$ cat src/rtl/seg_display_arbiter.sv
// seg_display_arbiter: fixed-priority owner of a shared 4-digit 7-segment display with min hold and blank-slot handover.
// Optional: define LEADING_ZERO_BLANK_EN to blank leading zero digits (3..1) of the owner's value.
module seg_display_arbiter #(
  parameter int SCAN_DIV    = 50000,
  parameter int HOLD_CYCLES = 50000000
) (
  input  logic        CLK,
  input  logic        RST_N,
  input  logic [2:0]  req,
  input  logic [15:0] data0,
  input  logic [15:0] data1,
  input  logic [15:0] data2,
  input  logic [3:0]  den0,
  input  logic [3:0]  den1,
  input  logic [3:0]  den2,
  output logic [2:0]  grant,
  output logic [6:0]  seg,
  output logic [3:0]  an
);
  localparam int SW = $clog2(SCAN_DIV);
  localparam int HW = $clog2(HOLD_CYCLES + 1);
  typedef enum logic [1:0] {IDLE, OWN, SWITCH} state_t;
  state_t state, state_nx;
  logic [SW-1:0] scan_cnt;
  logic [1:0] dig;
  logic [HW-1:0] hold, hold_nx;
  logic armed, armed_nx;
  logic [2:0] grant_nx, pick;
  logic tick, owner_req, preempt;
  logic [15:0] d;
  logic [3:0] en, lz;
  logic [3:0] nib;
  logic lit;
  logic [3:0] an_nx;
  logic [6:0] seg_nx;

  function automatic logic [6:0] hex7(input logic [3:0] v);
    case (v)
      4'h0: hex7 = 7'b1000000;
      4'h1: hex7 = 7'b1111001;
      4'h2: hex7 = 7'b0100100;
      4'h3: hex7 = 7'b0110000;
      4'h4: hex7 = 7'b0011001;
      4'h5: hex7 = 7'b0010010;
      4'h6: hex7 = 7'b0000010;
      4'h7: hex7 = 7'b1111000;
      4'h8: hex7 = 7'b0000000;
      4'h9: hex7 = 7'b0010000;
      4'hA: hex7 = 7'b0001000;
      4'hB: hex7 = 7'b0000011;
      4'hC: hex7 = 7'b1000110;
      4'hD: hex7 = 7'b0100001;
      4'hE: hex7 = 7'b0000110;
      default: hex7 = 7'b0001110;
    endcase
  endfunction

  assign tick = scan_cnt == SW'(SCAN_DIV - 1);
  assign pick = req & (~req + 3'd1);
  assign owner_req = |(req & grant);
  assign preempt = |(req & (grant - 3'd1)) && hold == '0;

  // Free-running scan timer and digit index, active in every state
  always_ff @(posedge CLK or negedge RST_N) begin
    if (!RST_N) begin
      scan_cnt <= '0;
      dig <= 2'd0;
    end else begin
      scan_cnt <= tick ? '0 : scan_cnt + SW'(1);
      dig <= tick ? dig + 2'd1 : dig;
    end
  end

  // Ownership state, hold timer and registered grant
  always_ff @(posedge CLK or negedge RST_N) begin
    if (!RST_N) begin
      state <= IDLE;
      grant <= 3'b000;
      hold <= '0;
      armed <= 1'b0;
    end else begin
      state <= state_nx;
      grant <= grant_nx;
      hold <= hold_nx;
      armed <= armed_nx;
    end
  end

  // Arbitration: grant lowest set req, release on drop, preempt only after hold expires; SWITCH lasts to its second tick
  always_comb begin
    state_nx = state;
    grant_nx = grant;
    hold_nx = hold;
    armed_nx = armed;
    case (state)
      IDLE: if (|req) begin
        grant_nx = pick;
        hold_nx = HW'(HOLD_CYCLES);
        state_nx = OWN;
      end
      OWN: begin
        hold_nx = hold == '0 ? '0 : hold - HW'(1);
        if (!owner_req || preempt) begin
          grant_nx = 3'b000;
          armed_nx = 1'b0;
          state_nx = SWITCH;
        end
      end
      SWITCH: if (tick) begin
        armed_nx = 1'b1;
        if (armed) begin
          grant_nx = pick;
          hold_nx = HW'(HOLD_CYCLES);
          state_nx = |req ? OWN : IDLE;
        end
      end
      default: begin
        grant_nx = 3'b000;
        state_nx = IDLE;
      end
    endcase
  end

  // Select the owner's live data and digit enables, decide whether the current digit lights
  always_comb begin
    d = grant[0] ? data0 : grant[1] ? data1 : data2;
    en = grant[0] ? den0 : grant[1] ? den1 : den2;
`ifdef LEADING_ZERO_BLANK_EN
    lz = {d[15:12] == 4'h0, d[15:8] == 8'h0, d[15:4] == 12'h0, 1'b0};
`else
    lz = 4'b0000;
`endif
    nib = d[{dig, 2'b00} +: 4];
    lit = state == OWN && en[dig] && !lz[dig];
    an_nx = lit ? ~(4'b0001 << dig) : 4'b1111;
    seg_nx = lit ? hex7(nib) : 7'b1111111;
  end

  // Registered display drive
  always_ff @(posedge CLK or negedge RST_N) begin
    if (!RST_N) begin
      an <= 4'b1111;
      seg <= 7'b1111111;
    end else begin
      an <= an_nx;
      seg <= seg_nx;
    end
  end
endmodule

$ cat config.mk
export PLATFORM = sky130hd
export DESIGN_NAME = seg_display_arbiter
export DESIGN_NICKNAME = d
export VERILOG_FILES = /design/src/rtl/seg_display_arbiter.sv
export SDC_FILE = /design/constraint.sdc
export NUM_CORES = 1
export LEC_CHECK = 0
export BUFFER_PORTS_ARGS = -buffer_cell sky130_fd_sc_hd__buf_2
export CAP_MARGIN = 30
export CORE_UTILIZATION = 59
export DETAILED_ROUTE_END_ITERATION = 10
export GPL_TIMING_DRIVEN = 0
export PLACE_DENSITY = 0.85
export SYNTH_ARGS = -nofsm -noshare
export SYNTH_HDL_FRONTEND = slang
export SYNTH_SLANG_ARGS = --single-unit
$ cat constraint.sdc
create_clock -name CLK -period 6.62 [get_ports CLK]
set_input_delay 0.331 -clock CLK [delete_from_list [all_inputs] [get_ports CLK]]
set_output_delay 0.331 -clock CLK [all_outputs]
set_load 0.1 [all_outputs]
### Word level (Yosys, flattened, before mapping)

Memories as Yosys holds them, arrays and structs flattened.
Index checks and enable logic that the tools add are counted.
W data, S select, Z words.

* flip-flop bits (word level): 61
* memory bits (read-only): 112
* word-level logic and storage cells: 75
* input port bits: 65
* memory bits (writable): 0
* output and inout bits: 14
* memories: 1
* latch bits: 0

* magnitude comparators: 1
* eq/ne operators: 7
* mux-type cells: 30
* reductions and logical operators: 16
* bitwise gates (word level): 5
* multipliers: 0
* div/mod/pow operators: 0
* shift-type cells: 2
* add/sub/neg operators: 5

Memories
* (name not given): words 16, bits a word 7, read ports 1, clocked after Yosys merged registers in 0, write ports 0, line 38 `case (v)`

Operator list (number)
* $mux W26: 4
* $pmux W26 S3: 1
* $mux W16: 3
* $logic_not A26 Y1: 1
* $sub A26 B1 Y26 const B: 1
* $add A16 B1 Y16 const B: 1
* $eq A16 B16 Y1 const B: 1
* $shiftx A16 B5 Y4: 1
* $mux W3: 4
* $mux W4: 3
* $and A3 B3 Y3: 3
* $pmux W3 S3: 1
* $reduce_or A3 Y1: 3
* $mux W2: 4
* $ne A2 B2 Y1 const B: 4
* $reduce_and A4 Y1: 2
* $mux W7: 1
* $pmux W2 S3: 1
* $mux W1: 5
* $bmux W1 S2: 2
* $not A4 Y4: 1
* $shl A1 B2 Y4 const A: 1
* $add A3 B1 Y3 const B: 1
* $logic_and A1 B1 Y1: 3
* other kinds (13): 14

### Depth between registers and ports, before layout

Gate-level depths: netlist of the first run.

* depth in word-level cells: 7
* mapped depth: 11
* gate-level depth less buffers: 10

### Worst setup path before layout of the first run

Ideal clock, no wire load.

* path type: flip-flop to flip-flop
* start: reg grant[1]
* end: reg seg[3]
* cell stages (with the launch flop): 11
* library setup time: 90 ps
* clock period less this slack: 3322 ps
* path buffers: 2
* slack: 3298 ps
* data required time: 6530 ps
* arrival: 3232 ps
* path through: dfrtp_1 buf_2 buf_2 mux4_2 a22o_1 a21oi_1 inv_1 ha_1 mux2_2 mux2i_1 nand2_1

* longest elaborated chain between the ends: 7

Ends and longest elaborated chain
* from (decl): line 16 `output logic [2:0] grant,`
* from (signal assigned): line 83 `grant <= grant_nx;`
* branches (longest 6 deep; another with $mem_v2 Z16 W7)
* $mux W7 *: line 136 `seg_nx = lit ? hex7(nib) : 7'b1111111;`
* named net seg_nx[3]: line 35 `logic [6:0] seg_nx;`
* to (signal assigned): line 146 `seg <= seg_nx;`
* to (decl): line 17 `output logic [6:0] seg,`

Mark *: on every way through the listed nets, which the timed path passes. The select of a mux whose other input is x is not followed.
A chain may end at the register's enable or synchronous reset.

### Worst setup path after layout of the first run

* start: reg dig[0]
* end: reg seg[3]

* longest elaborated chain between the ends: 5

Ends and longest elaborated chain
* from (decl): line 25 `logic [1:0] dig;`
* from (signal assigned): line 70 `dig <= tick ? dig + 2'd1 : dig;`
* branches (longest 4 deep; another with $mem_v2 Z16 W7)
* $mux W7 *: line 136
* named net seg_nx[3]: line 35

Marked as above.

==> results.md, run 1 <==
* Antenna-violating nets left at 0
* Share of post-route cells with drive strength above 1 at 26.7%
* Initial antenna violation count at 0
* Die W at 81.6 um
* Starting density of the core at between 60 and 70%
* H-Tree Depth at 3
* Post-Syn Area at around 0.0037 mm^2
* Sequential-to-total area share from yosys stat at 41.2%
* EDFF count, synth at 0
* Setup bufs post-CTS at 0
* # IOs at 79
* Fin crit period at ~3.2 ns
* # nets final at 566
* Critical Path Start Type: flip-flop
* Max-cap check violation count at 0
* Routed vias at approximately 3.5k
* Vias in the first global route at slightly above 3k
* Achievable frequency at ~0.31 GHz
* Clock-pin slew of the registers on the worst-case setup and hold paths at roughly 0.070 ns
* Wirelength per Cell at 16.1 um
* Root buffer cell: clkbuf_8
* #FFs+latches synth at 61
* Outcome: finished, final reports clean
* Cells along the critical path: clkbuf_1, buf_2, mux4_2, a22o_1, a21oi_1, inv_1, ha_1, mux2_2, mux2i_1, nand2_1
* Endpoints failing hold at 0
* Actual slew at the worst max-slew pin at 0.695 ns
* Most frequent cells in the layout: buf_2 (85), dfrtp_1 (50), nor2_1 (44), nand2_1 (35), o21ai_0 (29)
* CTS resizes at 0
* Setup TNS Final at 0 ns
* IO buf count at approximately 80
* ANT cells at 0
* Total global-route track usage at between 20% and 30%
* Synth warnings at 0
* Post-route DRC at 0
* Clk buf depth at 2
* Power density cells at 358 mW/mm^2
* CTS buffer count at 9
* Worst EP required at 6.88 ns
* Fill count at 444
* Setup WS pre-CTS at 3.46 ns
* Core ar. at ~0.0060 mm^2
* TritonCTS Sinks at just over 60
* Syn avg cell area at 9.37 um^2
* Vias per cell at 6.07
* DP Wirelength at roughly 6900 um
* Area Growth Syn to Fin at 18.4%
* Final GP Congestion at 0.928
* Mapped Nets at 476
* CP arrival at 3.44 ns
* Leak pwr at 0.00192 uW
* Setup ws final at 3.44 ns
* Post-synthesis async set-or-reset flop share at 100%
* RSZ-0062 raised after global routing: false
* Worst Path Buf+Inv at 3
* Synth unique cells at 53
* Largest net degree at the start of global routing at 33
* CTS Hold Buffers Added at 0
* Rows at 28
* Die area at 0.00666 mm^2
* Total gr overflow at 0
* Normalized max-slew margin at 53.7%
* Worst min path class: in -> async
* Clock latency on the worst-skew pair at 0.35 ns
* Peak supply drop at 336 uV
* Final setup fails at 0
* Crit-path slowest cell: clkbuf_1
* Worst setup EP type: flip-flop
* Worst-path fanout max at 10
* DRT Pass-1 Iters at 5
* First-pass GRT wire length at 13900 um
* Die span in y at between 80 and 90 um
* Crit share post-route at 48.0%
* Post-synth top flop: dfrtp_1
* Slew Viols, Final at 0
* Commonest non-fill, non-tap cell in the layout: buf_2
* Routed WL at 9190 um
* Gate Count Post-Synth at 399
* Crit Path Class: reg -> reg
* CTS tree: done
* Setup Skew at 0.00902 ns
* Critical path's largest stage delay at 0.50 ns
* Area of the multi-input gates at 0.00205 mm^2
* Storage element area at 0.00154 mm^2
* Initial drt markers at approximately 250
* Top delay family on crit path: buffers and inverters
[sequential cells by signal, summed over array words and instances (netlist names)]
name / count
hold: 26
grant: 3
dig: 2
armed: 1
an: 4
state: 2
scan_cnt: 16
seg: 7
[synthesized netlist by cell type, drive strengths merged (2+ instances only)]
library cell,instances,area share [%]
nand2,36,3.7
ha,12,4.0
o211ai,5,1.0
o22a,10,2.3
nand4,3,0.50
nor4b,2,0.47
a21oi,25,3.3
mux2i,18,4.8
mux4,8,4.8
o21ai,29,3.9
o22ai,4,0.67
a222oi,2,0.54
and3b,2,0.47
nor4,6,1.4
buf,7,0.94
a31oi,4,0.67
or3,3,0.50
dfrtp,50,33
or4,3,0.84
inv,16,1.6
nand3,13,1.7
nor2,44,4.4
mux2,5,1.5
dfstp,11,7.7
clkbuf,13,1.3
and3,7,1.2
xor2,10,2.3
xnor2,6,1.4
nor2b,4,0.67
nand2b,4,0.67
nor3,15,2.3
a31o,2,0.47
a22o,4,0.94
[worst paths after layout]
check	from	to	slack, ns	depth (start not counted)
hold / removal	RST_N	scan_cnt[9]	0.02	1
setup / recovery	dig[0]	seg[3]	3.44	10
min in group CLK	req[1]	grant[1]	0.36	3
setup reg to reg	dig[0]	seg[3]	3.44	10
max in group asynchronous	RST_N	seg[4]	5.93	2
hold reg to reg	scan_cnt[0]	scan_cnt[0]	0.47	1
[cell families (layout without fill, tap and decap cells)]
group           count (synthesis)  in the layout  share of synthesized area [%]
buf+inv                        37            132                           3.95
simple gates                  147            147                           19.8
mux                            31             31                           11.1
flops                          61             61                           41.2
xor+xnor                       16             16                           3.75
fa+ha+maj                      12             12                           4.02
compound gates                 95             95                           16.1
[where the power goes]
part / internal [uW] / switching [uW] / total [uW]
sequential: 437 / 46.8 / 484
combinational: 248 / 535 / 783
clock: 171 / 145 / 316
total: 857 / 726 / 1580
[area by class of cell]
cell class	instances	area share, %
Multi-Input combinational cell	301	46.3
Clock inverter	5	1.16
Buffer	20	1.89
Timing Repair Buffer	79	9.27
Tap cell	75	2.12
Sequential cell	61	34.8
Inverter	17	1.44
Clock buffer	11	2.97
[per-stage QoR]
step                cell area [um^2]  hold slack [ns]  total power, uW  cells  util, %
global route                    4430           0.0835             1670    569     73.4
global placement                4220            0.437             1230    552     70.1
CTS                             4430           0.0451             1580    569     73.4
detailed placement              4240            0.413             1260    553     70.4
finish                          4430           0.0193             1580    569     73.4
floorplan                       3740           0.0354             1100    399        -
[metal layers]
layer	part of all wire, %	up-vias	GRT usage [%]
li1	-	1627	-
met1	40	1667	33.9
met2	52	123	46.9
met3	5.9	35	6.67
met4	2.3	0	11.6
met5	0	-	0
Power figures use the tool's default switching activity.
==> run 2: changes to the inputs <==
--- a/config.mk
+++ b/config.mk
@@ -7,10 +7,10 @@
 export LEC_CHECK = 0
 export BUFFER_PORTS_ARGS = -buffer_cell sky130_fd_sc_hd__buf_2
 export CAP_MARGIN = 30
-export CORE_UTILIZATION = 59
+export CORE_UTILIZATION = 55
 export DETAILED_ROUTE_END_ITERATION = 10
 export GPL_TIMING_DRIVEN = 0
-export PLACE_DENSITY = 0.85
+export PLACE_DENSITY = 0.8
 export SYNTH_ARGS = -nofsm -noshare
 export SYNTH_HDL_FRONTEND = slang
 export SYNTH_SLANG_ARGS = --single-unit
==> constraint.sdc (replaced) <==
create_clock -name CLK -period 3.3 [get_ports CLK]
set_input_delay 0.165 -clock CLK [delete_from_list [all_inputs] [get_ports CLK]]
set_output_delay 0.165 -clock CLK [all_outputs]
set_load 0.1 [all_outputs]
==> run 2 against run 1 <==
The flow now finishes with violations (design-rule violations). Wire length shrank 0.95%. First-iteration DRC count is 13% lower. Via count is 1.4% lower. Sequential share of layout area is 0.080 points lower. Non-clock buffer count grew 1. Final area increased by 0.31%. Largest cell class unchanged.
==> results.md, run 2 (synthesis results as in run 1) <==
* Internal at around 1700 uW
* Actual slew at the worst max-slew pin at 0.653 ns
* Failing checks: design-rule violations
* CTS tree: done
* Setup TNS Final at 0 ns
* Area Growth Syn to Fin at 18.7%
* Worst EP required at 3.55 ns
* # IOs at 79
* Max-cap check violation count at 0
* Core ar. at 0.00646 mm^2
* Post-route DRC at 8
* RSZ-0062 raised after global routing: false
* Worst Path Buf+Inv at 3
* Clk buf depth at 2
* Total global-route track usage at 27.2%
* Worst-path fanout max at 10
* CTS buffer count at 9
* First-pass GRT wire length at 15300 um
* Worst path depth at 10
* CP arrival at between 3 and 4 ns
* Initial antenna violation count at 0
* Normalized max-slew margin at 56.5%
* Antenna-violating nets left at 0
* Clock power frac at ~19%
* Initial drt markers at 214
* Die W at around 84 um
* Critical Path Start Type: flip-flop
* IO buf count at slightly below 80
* Total gr overflow at 0
* TritonCTS Sinks at just over 60
* Top delay family on crit path: multiplexers
* Power density cells at 709 mW/mm^2
* Setup bufs post-CTS at 0
* Fin crit period at 3.03 ns
* Most frequent cells in the layout: buf_2 (85), dfrtp_1 (49), nor2_1 (44), nand2_1 (35), o21ai_0 (29)
* Crit-path slowest cell: mux4_2
* Slew Viols, Final at 0
* Sequential power share at 30.9%
* DRT Pass-1 Iters at 8
* Peak supply drop at 321 uV
* FF-to-FF setup slack at 0.27 ns
* H-Tree Depth at 3
* Worst hold start: req[1]
* ANT cells at 0
* Starting density of the core at 57.9%
* Net Sw Power at around 1500 uW
* Final setup fails at 0
* Biggest register: hold
* Max reg flops at 26
* Worst Hold End: grant[1]
* Share of post-route cells with drive strength above 1 at 27.5%
* RR Endpoint: seg[3]
* Worst setup EP type: flip-flop
* Endpoints failing hold at 0
* Clock-pin slew of the registers on the worst-case setup and hold paths at around 0.070 ns
* Routed vias at 3405
* Root buffer cell: clkbuf_8
* Routed WL at 9100 um
* Worst min path class: in -> reg
* Top Registers: hold: 26 flops, scan_cnt: 16 flops, seg: 7 flops
* Vias per cell at 5.95
* Commonest non-fill, non-tap cell in the layout: buf_2
* Critical path's most frequent cell: buf_2
* Rows at 29
* Total power at 3150 uW
* Gate power share at 49.8%
* Vias in the first global route at 3428
* Cells along the critical path: buf_2, buf_2, mux4_2, a22o_1, a21oi_1, inv_1, ha_1, mux2_2, mux2i_1, nand2_1
* Critical path's largest stage delay at 0.55 ns
* Leak pwr at 0.00192 uW
* Clock latency on the worst-skew pair at around 0.34 ns
* FF-to-FF path depth at 10
* Hold Path Stages at 3
* Die span in y at 84.4 um
* Crit Path Class: reg -> reg
* Achievable frequency at 0.330 GHz
* Switching share of power at 46.8%
* Final GP Congestion at 0.896
* Largest net degree at the start of global routing at between 40 and 50
* Setup Skew at approximately 0.0097 ns
* DP Wirelength at around 6900 um
* Outcome: finished, violations left
* Crit share post-route at 91.8%
* FF-to-FF Start: grant[1]
* Wirelength per Cell at 15.9 um
* Die area at roughly 0.0071 mm^2
* # nets final at ~570
-- run 2: how the worst max path moves through the flow --
stage / startpoint / end / slack (ns)
6_report: grant[1] / seg[3] / 0.27
2_1_floorplan: grant[1] / seg[3] / 0.27
3_5_place_dp: dig[0] / seg[3] / 0.09
3_3_place_gp: dig[0] / seg[3] / 0.17
4_1_cts: dig[0] / seg[3] / 0.06
5_1_grt: grant[1] / seg[3] / 0.08
-- run 2: tightest hold or removal path, cell delays in order --
cell      delay (ns)
buf_2           0.13
nand4b_1        0.10
o311ai_0        0.12
-- run 2: through the flow --
stage | worst slack, ns | std cells | util (%) | hold WS, ns | area, um^2
after CTS | 0.0590 | 572 | 68.7 | 0.221 | 4430
after floorplan | 0.266 | 399 | - | -0.131 | 3740
final | 0.271 | 572 | 68.7 | 0.228 | 4440
after detailed placement | 0.0851 | 555 | 65.7 | 0.145 | 4250
after global placement | 0.168 | 554 | 65.4 | 0.437 | 4230
after global routing | 0.0798 | 572 | 68.7 | 0.255 | 4440
-- run 2: layer usage --
metal  global-route usage, %  share of wire (%)  up-vias
li1                        -                  -     1630
met1                    33.5                 42     1608
met2                    44.5                 49      140
met3                    6.49                6.6       27
met4                    14.6                2.6        0
met5                       0                  0        -
-- run 2: final cells by class --
cell class / instances / area, um^2
multi-input cells: 301 / 2050
fillers: 493 / 2020
flip-flops and latches: 61 / 1540
repair buffers: 80 / 420
clock buffers: 12 / 145
well taps: 77 / 96.3
plain buffers: 20 / 85.1
inverters: 17 / 63.8
clock inverters: 4 / 32.5
-- run 2: timing repair --
item,in CTS,in global routing
gates resized for setup,0,3
endpoints found under the setup margin,0,5
hold buffers,1,0
endpoints found under the hold margin,19,0
-- run 2: power by group through the flow --
stage	logic [uW]	registers (uW)	clock network, uW
after floorplan	862	1340	0
after CTS	1550	970	616
after detailed placement	1540	984	0
after global placement	1500	980	0
final	1570	971	606
after global routing	1710	985	646
==> run 3: changes to the inputs <==
--- a/config.mk
+++ b/config.mk
@@ -8,6 +8,8 @@
 export BUFFER_PORTS_ARGS = -buffer_cell sky130_fd_sc_hd__buf_2
 export CAP_MARGIN = 30
 export CORE_UTILIZATION = 55
+export CTS_BUF_LIST = sky130_fd_sc_hd__clkbuf_16
+export CTS_CLUSTER_DIAMETER = 80
 export DETAILED_ROUTE_END_ITERATION = 10
 export GPL_TIMING_DRIVEN = 0
 export PLACE_DENSITY = 0.8
==> constraint.sdc (replaced) <==
create_clock -name CLK -period 3.3 [get_ports CLK]
set_input_delay 0.66 -clock CLK [delete_from_list [all_inputs] [get_ports CLK]]
set_output_delay 0.66 -clock CLK [all_outputs]
set_load 0.1 [all_outputs]
==> run 3 against run 2 <==
The run still ends with design-rule violations left. Critical endpoint unchanged. Register-to-register slack is essentially flat. Worst setup slack lost 0.011 ns. Largest cell class unchanged. Wire length increased by 2.8%. Global-route usage up 0.63 points. Combinational power about the same. Clock power grew 39%. Non-clock buffer count down 1. Final area increased by 1.8%. Hold slack improved by 0.056 ns. Flip-flop and latch count did not move. Largest power group unchanged.
==> results.md, run 3 (synthesis results as in run 1) <==
* Met1 Routed Length at between 3000 and 4000 um
* FF-to-FF setup slack at 0.26 ns
* IO buf count at slightly below 80
* Storage element area at 0.00154 mm^2
* Setup bufs post-CTS at 0
* Root buffer cell: clkbuf_16
* Die W at 84.4 um
* Dpl cell area at 0.00425 mm^2
* Clock-pin slew of the registers on the worst-case setup and hold paths at 0.05 ns
* Die area at about 0.0071 mm^2
* Power density cells at roughly 750 mW/mm^2
* Vias per cell at 6.06
* Wirelength per Cell at 16.4 um
* Clock latency on the worst-skew pair at 0.33 ns
* TritonCTS Sinks at 61
* Share of post-route cells with drive strength above 1 at between 20% and 30%
* Antenna-violating nets left at 0
* Top Registers: hold: 26 flops, scan_cnt: 16 flops, seg: 7 flops
* Outcome: finished, violations left
* Max reg flops at 26
* Setup ws final at 0.261 ns
* Crit Path Class: reg -> reg
* Final GP Congestion at 0.896
* ANT cells at 0
* Routed vias at 3458
* Setup Skew at 0.00702 ns
* Total global-route track usage at 27.8%
* Met3 routed WL at 569 um
* FF-to-FF path depth at 10
* Total power at 3390 uW
* Crit share post-route at 92.1%
* RSZ-0062 raised after global routing: false
* Core ar. at 0.00646 mm^2
* Worst EP required at around 3.5 ns
* Starting density of the core at 57.9%
* Worst setup EP type: flip-flop
* Commonest non-fill, non-tap cell in the layout: buf_2
* Die span in y at ~84 um
* Leak pwr at a little under 0.002 uW
* Initial antenna violation count at 0
* Initial drt markers at 207
* DRT Pass-1 Iters at 9
* Fill count at 478
* # nets final at 566
* Area of the multi-input gates at approximately 0.002 mm^2
* CTS tree: done
* Post-route DRC at 8
* Vias in the first global route at 3444
* Fin crit period at 3.04 ns
* Design Area, Final at around 0.0045 mm^2
* Slew Viols, Final at 0
* Worst-path fanout max at 10
* CTS resizes at 0
* Clk buf depth at 2
* H-Tree Depth at 3
* Endpoints failing hold at 0
* DP Wirelength at 6940 um
* Worst min path class: in -> async
* Metal2 WL at 4650 um
* Actual slew at the worst max-slew pin at 0.643 ns
* Max-cap check violation count at 0
* Routed WL at between 9000 and 10000 um
* Normalized max-slew margin at between 50% and 60%
* # IOs at 79
* Area Growth Syn to Fin at 20.9%
* Achievable frequency at approximately 0.33 GHz
* Final setup fails at 0
* FF-to-FF Start: grant[1]
* Setup WS pre-CTS at between 0.08 and 0.09 ns
* CTS Hold Buffers Added at 0
* CTS buffer count at 9
* CP arrival at ~3.3 ns
* Peak supply drop at 394 uV
* Rows at 29
* Top Metal Used: met4
* RR Endpoint: seg[3]
* Largest net degree at the start of global routing at 43
* First-pass GRT wire length at around 16000 um
* Setup TNS Final at 0 ns
* Total gr overflow at 0
* Most frequent cells in the layout: buf_2 (85), dfrtp_1 (49), nor2_1 (44), nand2_1 (35), o21ai_0 (29)
* Critical Path Start Type: flip-flop
* Failing checks: design-rule violations
* Biggest register: hold
## run 3: changes by cell type in the layout (fill, tap and decap cells not counted)
cell / change
clkbuf_16: +9
dlygate4sd3_1: -1
clkbuf_8: -10
clkbuf_1: -2
clkinv_1: +1
inv_1: +2
## run 3: worst max path at each step
stage              to      from  slack (ns)
5_1_grt        seg[3]  grant[1]        0.07
3_3_place_gp   seg[3]    dig[0]        0.17
2_1_floorplan  seg[3]  grant[1]        0.27
3_5_place_dp   seg[3]    dig[0]        0.09
4_1_cts        seg[3]    dig[0]        0.05
6_report       seg[3]  grant[1]        0.26
## run 3: area by class of cell
cell class	count	share of cell area, %
Clock inverter	7	0.969
Timing Repair Buffer	79	9.08
Buffer	20	1.88
Inverter	17	1.41
Clock buffer	9	4.98
Tap cell	77	2.13
Multi-Input combinational cell	301	45.4
Sequential cell	61	34.1
## run 3: where the power goes
part	switching [uW]	internal, uW
sequential	95.3	879
combinational	1070	499
clock	342	503
## run 3: worst max-delay path, cell delays in order, from the launching register on
cell and delay, ns:
dfrtp_2 0.35, buf_2 0.25, buf_2 0.34, mux4_2 0.55, a22o_1 0.19, a21oi_1 0.37
inv_1 0.16, ha_1 0.24, mux2_2 0.26, mux2i_1 0.16, nand2_1 0.07
## run 3: metrics by stage
stage / instances / hold WS [ns] / utilization [%]
after global routing: 571 / 0.324 / 70.0
final: 571 / 0.284 / 70.0
after global placement: 554 / 0.437 / 65.4
after floorplan: 399 / 0.364 / -
after CTS: 571 / 0.293 / 69.9
after detailed placement: 555 / 0.444 / 65.7
## run 3: layer usage
metal,GRT usage [%],vias up
met5,0,-
met4,12.5,0
met3,7.87,32
met2,46.1,129
met1,34.1,1664
li1,-,1633
